==> config.mk <==
export PLATFORM = sky130hd
export DESIGN_NAME = spi_rx_fifo_mmio
export DESIGN_NICKNAME = d
export VERILOG_FILES = /design/src/rtl/spi_rx_fifo_mmio.sv
export SDC_FILE = /design/constraint.sdc
export NUM_CORES = 1
export LEC_CHECK = 0
export CORE_MARGIN = 8
export CORE_UTILIZATION = 35
export CTS_BUF_LIST = sky130_fd_sc_hd__clkbuf_16
export CTS_CLUSTER_SIZE = 30
export DETAILED_ROUTE_END_ITERATION = 10
export GPL_TIMING_DRIVEN = 0
export PLACE_DENSITY = 0.63
export SLEW_MARGIN = 5
export SYNTH_ARGS = -nofsm -noshare
export SYNTH_HDL_FRONTEND = slang
export SYNTH_SLANG_ARGS = --single-unit
==> constraint.sdc <==
create_clock -name clk_in -period 4.7 [get_ports clk_in]
set_clock_uncertainty 0.05 [all_clocks]
set_input_delay 0.94 -clock clk_in [delete_from_list [all_inputs] [get_ports clk_in]]
set_output_delay 0.94 -clock clk_in [all_outputs]
set_load 0.1 [all_outputs]
==> src/rtl/spi_rx_fifo_mmio.sv <==
// SPI receive FIFO with a picorv32 MMIO window (DATA/STATUS/CTRL/THRESH).
// Define SPI_RX_IRQ_EN to add the THRESH register and a level irq.
module spi_rx_fifo_mmio #(
  parameter int DEPTH = 16,
  parameter int CNT_W = $clog2(DEPTH) + 1
) (
  input  logic        clk_in,
  input  logic        rst_in,
  input  logic [7:0]  spi_data,
  input  logic        spi_valid,
  input  logic        sel,
  input  logic        mem_valid,
  input  logic [3:0]  mem_addr,
  input  logic [31:0] mem_wdata,
  input  logic [3:0]  mem_wstrb,
  output logic        mem_ready,
  output logic [31:0] mem_rdata,
  output logic        irq
);

  localparam int AW = $clog2(DEPTH);

  logic [7:0]       mem_q [DEPTH];
  logic [AW-1:0]    wptr_q;
  logic [AW-1:0]    rptr_q;
  logic [CNT_W-1:0] count_q;
  logic [CNT_W-1:0] count_d;
  logic             ovf_q;
  logic             ovf_d;

  logic empty;
  logic full;
  logic acc;
  logic rd;
  logic wr;
  logic a_data;
  logic a_stat;
  logic a_ctrl;
  logic a_thr;
  logic pop;
  logic push;
  logic drop;
  logic flush;
  logic clr_ovf;
  logic we;
  logic [31:0] rd_val;
  logic [31:0] thr_rd;

  assign empty = (count_q == '0);
  assign full  = (count_q == CNT_W'(DEPTH));

  // mem_ready blocks a second accept while the ack is outstanding
  assign acc = sel & mem_valid & ~mem_ready;
  assign wr  = acc & (mem_wstrb != 4'd0);
  assign rd  = acc & (mem_wstrb == 4'd0);

  assign a_data = (mem_addr[3:2] == 2'd0);
  assign a_stat = (mem_addr[3:2] == 2'd1);
  assign a_ctrl = (mem_addr[3:2] == 2'd2);
  assign a_thr  = (mem_addr[3:2] == 2'd3);

  assign pop     = rd & a_data & ~empty;
  assign flush   = wr & a_ctrl & mem_wstrb[0] & mem_wdata[0];
  assign clr_ovf = wr & a_ctrl & mem_wstrb[0] & mem_wdata[1];
  assign push    = spi_valid & (~full | pop);
  assign drop    = spi_valid & full & ~pop;
  assign we      = push & ~flush;

  always_comb begin
    count_d = count_q;
    if (flush) begin
      count_d = '0;
    end else if (push & ~pop) begin
      count_d = count_q + CNT_W'(1);
    end else if (pop & ~push) begin
      count_d = count_q - CNT_W'(1);
    end
  end

  // a dropped byte beats a same-cycle clear, a flush beats both
  always_comb begin
    ovf_d = ovf_q;
    if (clr_ovf) ovf_d = 1'b0;
    if (drop & ~flush) ovf_d = 1'b1;
  end

  always_comb begin
    rd_val = '0;
    unique case (1'b1)
      a_data: rd_val = empty ? 32'd0
                             : {23'd0, 1'b1, mem_q[rptr_q]};
      a_stat: rd_val = {16'd0, 8'(count_q), 5'd0,
                        ovf_q, full, empty};
      a_ctrl: rd_val = '0;
      a_thr:  rd_val = thr_rd;
    endcase
  end

  always_ff @(posedge clk_in) begin
    if (we) mem_q[wptr_q] <= spi_data;
  end

  always_ff @(posedge clk_in or negedge rst_in) begin
    if (!rst_in) begin
      wptr_q    <= '0;
      rptr_q    <= '0;
      count_q   <= '0;
      ovf_q     <= 1'b0;
      mem_ready <= 1'b0;
      mem_rdata <= '0;
    end else begin
      count_q   <= count_d;
      ovf_q     <= ovf_d;
      mem_ready <= acc;
      mem_rdata <= rd ? rd_val : 32'd0;
      if (flush) begin
        wptr_q <= '0;
        rptr_q <= '0;
      end else begin
        if (push) wptr_q <= wptr_q + AW'(1);
        if (pop)  rptr_q <= rptr_q + AW'(1);
      end
    end
  end

`ifdef SPI_RX_IRQ_EN
  logic [8:0] thresh_q;
  logic [8:0] thresh_d;
  logic       irq_d;
  logic       unused;

  assign unused = ^{mem_addr[1:0], mem_wdata[31:9]};
  assign thr_rd = {23'd0, thresh_q};

  always_comb begin
    thresh_d = thresh_q;
    if (wr & a_thr) begin
      if (mem_wstrb[0]) thresh_d[7:0] = mem_wdata[7:0];
      if (mem_wstrb[1]) thresh_d[8]   = mem_wdata[8];
    end
  end

  // irq follows the state that becomes visible at the same edge
  assign irq_d = ovf_d |
                 ((thresh_d != '0) &&
                  (10'(count_d) >= 10'(thresh_d)));

  always_ff @(posedge clk_in or negedge rst_in) begin
    if (!rst_in) begin
      thresh_q <= '0;
      irq      <= 1'b0;
    end else begin
      thresh_q <= thresh_d;
      irq      <= irq_d;
    end
  end
`else
  logic unused;

  assign unused = ^{mem_addr[1:0], mem_wdata[31:2]};
  assign thr_rd = '0;
  assign irq    = 1'b0;
`endif

endmodule

==> results.ini <==
[floorplanning]
rows=50
ios=87
fp.dieW_um=153
initial_core_util=0.353
dieArea_mm2=0.0233
coreArea_mm2=0.0185
die_y_um=153

[global_routing]
antenna_found_initial=1
grt_pass1_vias=3775
grt_usage=0.129
grt-ovfl-total=0
grt_max_degree=29
grt_pass1_wl_um=22300

[setup_path]
r2r-start=count_q[2]
slowest_stage=nor2_1
crit_type=in -> reg
r2r_setup_slack_ns=1.49
rr_worst_depth=9
max_stage_delay_ns=0.87
cp-endpoint=mem_q[12][2]
crit_required_ns=4.69
endpoint_kind=flop
worstSetupStartpoint=mem_wstrb[0]
cp_num_cells=6
cp.buffers_inverters=1
path_cells=clkdlybuf4s50_1 > or4_4 > nor3_4 > o2111ai_1 > or2_1 > nor2_1
crit-reg2reg-capture=count_q[4]
path_delay_family=simple AND/OR/NAND/NOR gates
cp.arrival_ns=4.02
startpoint_type=input pin
path_max_fanout=9

[cts]
root_buffer=clkbuf_16
tritoncts=built
htree_levels=4
insertion_delay_ns=0.42
clkSinkCount=156
hold_buffers=0
numCtsBuffers=17
cts_max_path_buffers=2
post_cts_resized=0
post-cts-setup-buffer-count=0
path_clk_slew_ns=0.06

[power]
irDropWorstVdd_mv=0.341
power_mw=3.69
powerDensity_mw_per_mm2=466
p_leak_nw=2.73

[final_layout]
final_nets=518
finish.utilization=0.428
drive_gt1_frac=0.255
final_common_cell=edfxtp_1
fin_area_mm2=0.00793
mostFrequentLayoutCells=edfxtp_1, mux4_2, clkdlybuf4s50_1
n_antenna_cell=0
area_growth_pct=21.2

[sta]
period_share=0.858
maxSlewHeadroom=0.242
maxSlewViolCount=0
period_needed_ns=4.03
setup_slack_ns=0.665
hold_violations=0
worstMarginPinSlew_ns=1.13
finalSetupViolCount=0
fmax_mhz=248
rsz0062_at_grt=false

[worst_hold_path]
whs_path_depth=1
hp-class=reg -> reg

[synthesis]
synth_edf_count=128
async_flop_share=0.179
netlist_area_mm2=0.00654
synthCells=375
yosysUniqueCellTypes=47
yosysSeqAreaShare=0.695
ys_ff_latch=156
yosys_warnings=0
synth_top_flop_cell=edfxtp_1
syn_area_per_cell_um2=17.4

[drt]
vias_per_cell=5.07
initialDrtViolationCount=277
routedWlPerCell_um=20.7
drt-total-wl_um=14500
vias=3551
drc=0
firstDrtPassIters=4
ant_nets=0

[job]
drv_cap=0

[placement]
place_area_mm2=0.00737
gp_congestion=0.754
place_ws_ns=0.228
post-dp-hpwl_um=9930
portBuffers=34

[run_status]
status=complete, no violations

## power breakdown
| group | leakage [nW] | switching (mW) | internal [mW] | total (mW) |
|---|---|---|---|---|
| Combinational | 0.931 | 0.432 | 0.237 | 0.669 |
| Clock | 0.276 | 0.538 | 0.771 | 1.31 |
| Sequential | 1.52 | 0.0659 | 1.65 | 1.72 |
## how the worst min path moves through the flow
stage / slack (ns) / endpoint / start
floorplan: 0.40 / mem_rdata[2] / ovf_q
finish: 0.44 / mem_ready / mem_ready
detailed placement: 0.44 / mem_ready / mem_ready
CTS: 0.45 / mem_ready / mem_ready
global route: 0.47 / mem_ready / mem_ready
global placement: 0.43 / mem_ready / mem_ready
## layer usage
metal  up-vias  GRT usage  share of wire
li1       1598          -              -
met1      1803      0.152           0.41
met2       132      0.213           0.50
met3        16     0.0459          0.076
met4         2     0.0462          0.012
met5         -          0        0.00089
## final cells by class
| cell class | count | area, µm² |
|---|---|---|
| fillers | 1629 | 10600 |
| flip-flops and latches | 156 | 4540 |
| multi-input cells | 192 | 1880 |
| clock buffers | 17 | 425 |
| repair buffers | 42 | 395 |
| well taps | 234 | 293 |
| plain buffers | 36 | 215 |
| clock inverters | 14 | 134 |
| inverters | 10 | 37.5 |
## worst register-to-register path, stage by stage, from the launching register on
cell,delay [ns]
dfrtp_1,0.44
nor4_2,0.72
nor4_1,0.17
or2_2,0.40
ha_1,0.34
a21oi_1,0.17
nand2_1,0.14
and3_4,0.21
or3_1,0.35
a31oi_1,0.13
## sequential cells by signal (all words and copies together) (netlist names)
name       cells
count_q        5
mem_q        128
mem_rdata     13
mem_ready      1
ovf_q          1
rptr_q         4
wptr_q         4
## Yosys cell counts (5+ instances only)
| library cell | instances | area (µm²) |
|---|---|---|
| nand2_1 | 11 | 41.3 |
| a21oi_1 | 8 | 40.0 |
| dfrtp_1 | 28 | 701 |
| mux2i_1 | 8 | 80.1 |
| nor3_1 | 5 | 25.0 |
| nor2_1 | 19 | 71.3 |
| nor2b_1 | 5 | 31.3 |
| nand3_1 | 10 | 50.1 |
| clkbuf_1 | 12 | 45.0 |
| o21ai_0 | 5 | 25.0 |
| buf_4 | 20 | 150 |
| edfxtp_1 | 128 | 3840 |
| inv_1 | 10 | 37.5 |
| nor4_1 | 11 | 68.8 |
| ha_1 | 9 | 113 |
| mux4_2 | 35 | 788 |
## cell families after synthesis
group           count (synthesis)  share of synthesized area
flops                         156                      0.695
simple gates                   81                     0.0695
mux                            46                      0.138
buf+inv                        46                     0.0387
compound gates                 28                     0.0285
fa+ha+maj                      10                     0.0203
xor+xnor                        7                    0.00938
other cells                     1                   0.000574
## metrics by stage
step / hold WS [ns] / cells / setup TNS (ns)
floorplan: 0.400 / 394 / 0
global placement: 0.425 / 662 / -22.54
detailed placement: 0.438 / 670 / 0
CTS: 0.446 / 701 / 0
global route: 0.471 / 701 / 0
finish: 0.439 / 701 / 0
No activity file was read; power rests on OpenSTA's default activity.
